`src/rtl/microgreen_feature_conditioner.sv`:
```
// Sensor front end for the microgreen classifier: averages four 4-bit features over
// 2^LOG2_N strobed samples (round-half-up) and holds the result behind a valid/ready handshake.
module microgreen_feature_conditioner #(
    parameter int LOG2_N = 2
) (
    input  logic              clk,
    input  logic              rst_n,
    input  logic              ena,
    input  logic              clear,
    input  logic              sample_valid,
    input  logic [3:0]        height_raw,
    input  logic [3:0]        color_raw,
    input  logic [3:0]        density_raw,
    input  logic [3:0]        texture_raw,
    input  logic              feat_ready,
    output logic              feat_valid,
    output logic [3:0]        feat_height,
    output logic [3:0]        feat_color,
    output logic [3:0]        feat_density,
    output logic [3:0]        feat_texture,
    output logic [LOG2_N-1:0] sample_count,
    output logic              overrun
);
    localparam int ACC_W = 4 + LOG2_N;
    localparam int SW    = ACC_W + 1;
    localparam int N     = 1 << LOG2_N;
    localparam logic [LOG2_N-1:0] LAST = LOG2_N'(N - 1);

    logic [LOG2_N-1:0] count_q, count_d;
    logic              valid_q, valid_d;
    logic              overrun_q, overrun_d;
    logic              complete, xfer, load;
    logic [15:0]       raw_vec;
    logic [15:0]       feat_vec;

    assign raw_vec  = {texture_raw, density_raw, color_raw, height_raw};
    assign complete = sample_valid && (count_q == LAST);
    assign xfer     = valid_q && feat_ready;
    // A finished window only replaces the held set if the slot is empty or being drained now.
    assign load     = complete && (!valid_q || xfer);

    always_comb begin
        count_d   = count_q;
        valid_d   = valid_q;
        overrun_d = overrun_q;
        if (clear) begin
            count_d   = '0;
            valid_d   = 1'b0;
            overrun_d = 1'b0;
        end else begin
            if (sample_valid) begin
                count_d = complete ? '0 : count_q + 1'b1;
            end
            if (load) begin
                valid_d = 1'b1;
            end else if (complete) begin
                overrun_d = 1'b1;
            end else if (xfer) begin
                valid_d = 1'b0;
            end
        end
    end

    always_ff @(posedge clk or negedge rst_n) begin
        if (!rst_n) begin
            count_q   <= '0;
            valid_q   <= 1'b0;
            overrun_q <= 1'b0;
        end else if (ena) begin
            count_q   <= count_d;
            valid_q   <= valid_d;
            overrun_q <= overrun_d;
        end
    end

    genvar gi;
    generate
        for (gi = 0; gi < 4; gi++) begin : g_feat
            logic [3:0]       raw;
            logic [ACC_W-1:0] acc_q, acc_d;
            logic [3:0]       feat_q, feat_d;
            logic [SW-1:0]    sum_w, shift_w;
            logic [3:0]       avg;

            assign raw     = raw_vec[gi*4 +: 4];
            // The Nth sample joins the sum directly so the window closes on its own strobe.
            assign sum_w   = {1'b0, acc_q} + SW'(raw) + SW'(N / 2);
            assign shift_w = sum_w >> LOG2_N;
            assign avg     = (shift_w > SW'(15)) ? 4'hF : shift_w[3:0];

            always_comb begin
                acc_d  = acc_q;
                feat_d = feat_q;
                if (clear) begin
                    acc_d  = '0;
                    feat_d = '0;
                end else begin
                    if (sample_valid) begin
                        acc_d = complete ? '0 : acc_q + ACC_W'(raw);
                    end
                    if (load) begin
                        feat_d = avg;
                    end
                end
            end

            always_ff @(posedge clk or negedge rst_n) begin
                if (!rst_n) begin
                    acc_q  <= '0;
                    feat_q <= '0;
                end else if (ena) begin
                    acc_q  <= acc_d;
                    feat_q <= feat_d;
                end
            end

            assign feat_vec[gi*4 +: 4] = feat_q;
        end
    endgenerate

    assign feat_valid   = valid_q;
    assign sample_count = count_q;
    assign overrun      = overrun_q;
    assign feat_height  = feat_vec[3:0];
    assign feat_color   = feat_vec[7:4];
    assign feat_density = feat_vec[11:8];
    assign feat_texture = feat_vec[15:12];
endmodule

```
`config.mk`:
```
export PLATFORM = sky130hd
export DESIGN_NAME = microgreen_feature_conditioner
export DESIGN_NICKNAME = d
export VERILOG_FILES = /design/src/rtl/microgreen_feature_conditioner.sv
export SDC_FILE = /design/constraint.sdc
export NUM_CORES = 1
export LEC_CHECK = 0
export BUFFER_PORTS_ARGS = -buffer_cell sky130_fd_sc_hd__buf_2
export CAP_MARGIN = 20
export CORE_MARGIN = 3
export CORE_UTILIZATION = 58
export DETAILED_ROUTE_END_ITERATION = 12
export MAX_ROUTING_LAYER = met4
export PLACE_DENSITY = 0.91
export SLEW_MARGIN = 0
export SYNTH_ARGS = -nofsm -noshare
export SYNTH_HDL_FRONTEND = slang
export SYNTH_SLANG_ARGS = --single-unit
export TNS_END_PERCENT = 100
```
`constraint.sdc`:
```
create_clock -name clk -period 2.7 [get_ports clk]
set_clock_uncertainty 0.15 [all_clocks]
set_input_delay 0.81 -clock clk [delete_from_list [all_inputs] [get_ports clk]]
set_output_delay 0.81 -clock clk [all_outputs]
set_load 0.02 [all_outputs]
```
==> summary.md <==
| Metric | Value |
|---|---|
| Post-synthesis adder-cell area fraction | 19.5% |
| Unrepaired setup endpoints after global routing | no |
| DR iter-0 viols | 124 |
| Ant. Diodes | 0 |
| H-tree depth | 2 |
| Critical path arrival | roughly 2.6 ns |
| Post-Route WL | 6560 um |
| Via count | 2,588 |
| Layout cells sized above 1 | 22.4% |
| Post-Syn Nets | 380 |
| Maximum vdd drop | 314 uV |
| Number of flops mapped to enable cells by yosys | 0 |
| Largest family of logic cells by synthesized area | compound AO/OA/AOI/OAI gates |
| Status | finished clean |
| Avg Vias per Cell | between 5 and 6 |
| CTS tree | done |
| Finished Cell Area | 3640 sq um |
| Max Clock Freq | 0.384 GHz |
| Most frequent cells in the layout | dfrtp_1, buf_2, ha_1 |
| Commonest non-fill, non-tap cell in the layout | dfrtp_1 |
| Worst Setup Start Kind | primary input |
| Worst rel slew slack | a little over 60% |
| Post-Synth XOR/XNOR Area | about 4.2% |
| IO Pins | between 40 and 50 |
| Post-synthesis simple-gate area fraction | 15.2% |
| FF+latch count, synth | 44 |
| Unique masters post-synth | 54 |
| Hold-fix buffers at CTS | 0 |
| Tcrit/Tclk final | 96.5% |
| CTS sink count | 44 |
| Die height | roughly 80 um |
| First-pass GRT wire length | 11,500 um |
| Crit path time final | ~2.6 ns |
| Total grt overflow | 0 |
| TritonRoute pass-1 iters | 4 |
| Ys async rst share | 100% |
| Cts repair resizes | 0 |
| Max-cap violations | 0 |
| All-Layer GR Usage | 23.1% |
| Multiplexer share of the synthesized area | 0.992% |
| DRC Markers | 0 |
| Reg clk slew, reported paths | roughly 0.080 ns |
| Worst-Skew Late Latency | 0.30 ns |
| Mapped Cells | 317 |
| Crit path required time | ~2.7 ns |
| Pwr dens | slightly above 500 nW/um^2 |
| Primary FF master, synth | dfrtp_1 |
| Post-CTS Setup Bufs | 0 |
| Initial Util | 61.0% |
| Syn-to-layout area delta | 15.4% |
| Share of the yosys chip area belonging to registers | 34.9% |
| Final nets | between 400 and 500 |
| HPWL Detailed | 5020 um |
| Largest net degree at the start of global routing | 45 |
| Setup TNS | 0 ns |
| Count of final setup violators | 0 |
| Hold Vio Cnt, Final | 0 |
| Flop2flop setup slack | 0.29 ns |
| Num CTS Buffers | 5 |
| FP Rows | 26 |
| CP endpoint kind | register |
| Post-route ant nets | 0 |
| Yosys synthesis warning count | 0 |
| Placed cell areas | between 3000 and 4000 sq um |
| Max-slew violations | 0 |
| Netlist Area Pre-Place | ~3200 sq um |
| Initial antenna violation count | 0 |
| Pleak | between 1.5 and 2 nW |
| Wire per inst | ~15 um |
| Worst min-delay path category | register to register |
| Setup Crit Path Kind | primary input to register |
| Vias in the first global route | 2,626 |
| Crit-path max FO | 4 |
| Die area | between 6000 and 7000 sq um |
| Routability cong. | roughly 0.85 |
| Clock Path Buffers | 2 |
| Die X | between 70 and 80 um |
| Clk root buf | clkbuf_8 |
| IO Port Bufs | 41 |
| Core area | 5170 sq um |
| Compound-cell area share of the yosys netlist | 20.8% |
| Syn_area_per_cell | roughly 10 sq um |
| Worst slew pin tran | 0.566 ns |
-- sequential cells by signal, indices dropped and copies added, names as in the netlist --
register / flops
feat_texture: 4
feat_color: 4
overrun: 1
sample_count: 2
feat_height: 4
feat_density: 4
g_feat.acc_q: 24
feat_valid: 1
-- cell type report --
type                            instances  area (sq um)
Clock inverter                          2          12.5
Fill cell                             391          1530
Sequential cell                        44          1100
Inverter                               17          63.8
Tap cell                               70          87.6
Clock buffer                            5          68.8
Timing Repair Buffer                   61           355
Multi-Input combinational cell        241          1950
-- Yosys cell counts (2+ instances only) --
| cell type | n | area share [%] |
|---|---|---|
| o41a_1 | 2 | 0.71 |
| o21bai_1 | 3 | 0.71 |
| clkbuf_1 | 3 | 0.36 |
| nor4_2 | 2 | 0.79 |
| nor2_1 | 9 | 1.1 |
| xor2_1 | 6 | 1.7 |
| and4b_1 | 2 | 0.63 |
| dfrtp_1 | 44 | 35 |
| o41ai_1 | 2 | 0.56 |
| nor4b_1 | 2 | 0.56 |
| nand2b_1 | 2 | 0.40 |
| inv_1 | 17 | 2.0 |
| nand3_1 | 7 | 1.1 |
| fa_1 | 8 | 5.1 |
| a21boi_1 | 2 | 0.48 |
| nand2_1 | 24 | 2.9 |
| ha_1 | 33 | 13 |
| a21oi_2 | 2 | 0.56 |
| buf_2 | 10 | 1.6 |
| a22o_1 | 16 | 4.4 |
| o21ai_1 | 4 | 0.63 |
| a21o_1 | 6 | 1.4 |
| o21ai_0 | 22 | 3.5 |
| nor3_1 | 4 | 0.63 |
| mux2i_1 | 2 | 0.63 |
| o21a_1 | 4 | 0.95 |
| a31oi_1 | 5 | 0.99 |
| a22oi_1 | 3 | 0.71 |
| maj3_1 | 3 | 0.95 |
| and3b_1 | 2 | 0.56 |
| or3_1 | 7 | 1.4 |
| a221o_1 | 4 | 1.3 |
| a21oi_1 | 18 | 2.9 |
| xnor2_1 | 9 | 2.5 |
| nor2b_1 | 9 | 1.8 |
-- cell families after synthesis --
logic type      Yosys count
compound gates           97
xor+xnor                 15
fa+ha+maj                45
buf+inv                  32
flops                    44
mux                       3
simple gates             81
-- worst max-delay path, cell delays in order --
cell	delay (ns)
buf_2	0.12
ha_4	0.16
fa_1	0.52
and3b_1	0.22
o41a_1	0.42
o21ai_2	0.15
a21boi_2	0.16
o21ai_1	0.07
-- per-stage QoR --
stage | utilization [%] | std cells | setup WS [ns] | hold WS [ns] | power [mW]
floorplan | - | 317 | 0.00440 | 0.327 | 1.26
global placement | 68.8 | 433 | -0.146 | 0.303 | 1.42
global route | 70.4 | 440 | 0.00622 | 0.354 | 2.00
detailed placement | 68.8 | 433 | -0.210 | 0.314 | 1.46
finish | 70.4 | 440 | 0.0940 | 0.330 | 1.86
CTS | 70.4 | 440 | 0.104 | 0.334 | 1.87
-- where the power goes --
group,switching [mW],internal [mW],leakage (nW)
logic,0.359,0.332,1.17
clock network,0.226,0.175,0.0400
registers,0.0514,0.713,0.601
-- path summary, 6_finish.rpt --
path                                           startpoint                        endpoint  cells past startpoint
min                            feat_height[2]$_DFFE_PN0P_      feat_height[2]$_DFFE_PN0P_                      2
max                                          color_raw[2]       feat_color[1]$_DFFE_PN0P_                      8
min reg2reg                    feat_height[2]$_DFFE_PN0P_      feat_height[2]$_DFFE_PN0P_                      2
max reg2reg                g_feat[0].acc_q[2]$_DFFE_PN0P_      feat_height[2]$_DFFE_PN0P_                      7
max in group asynchronous                           rst_n     feat_density[0]$_DFFE_PN0P_                      2
min in group asynchronous                           rst_n  g_feat[0].acc_q[1]$_DFFE_PN0P_                      2
-- routing by layer --
| layer | wire (um) | vias up | part of all wire, % | GRT usage (%) |
|---|---|---|---|---|
| met3 | 301 | 16 | 4.6 | 4.06 |
| met2 | 3390 | 54 | 52 | 41.2 |
| met4 | 108 | 0 | 1.6 | 7.60 |
| met5 | 0 | - | 0 | - |
| li1 | - | 1252 | - | - |
| met1 | 2760 | 1266 | 42 | 26.1 |
(Power assumes the default switching activity.)
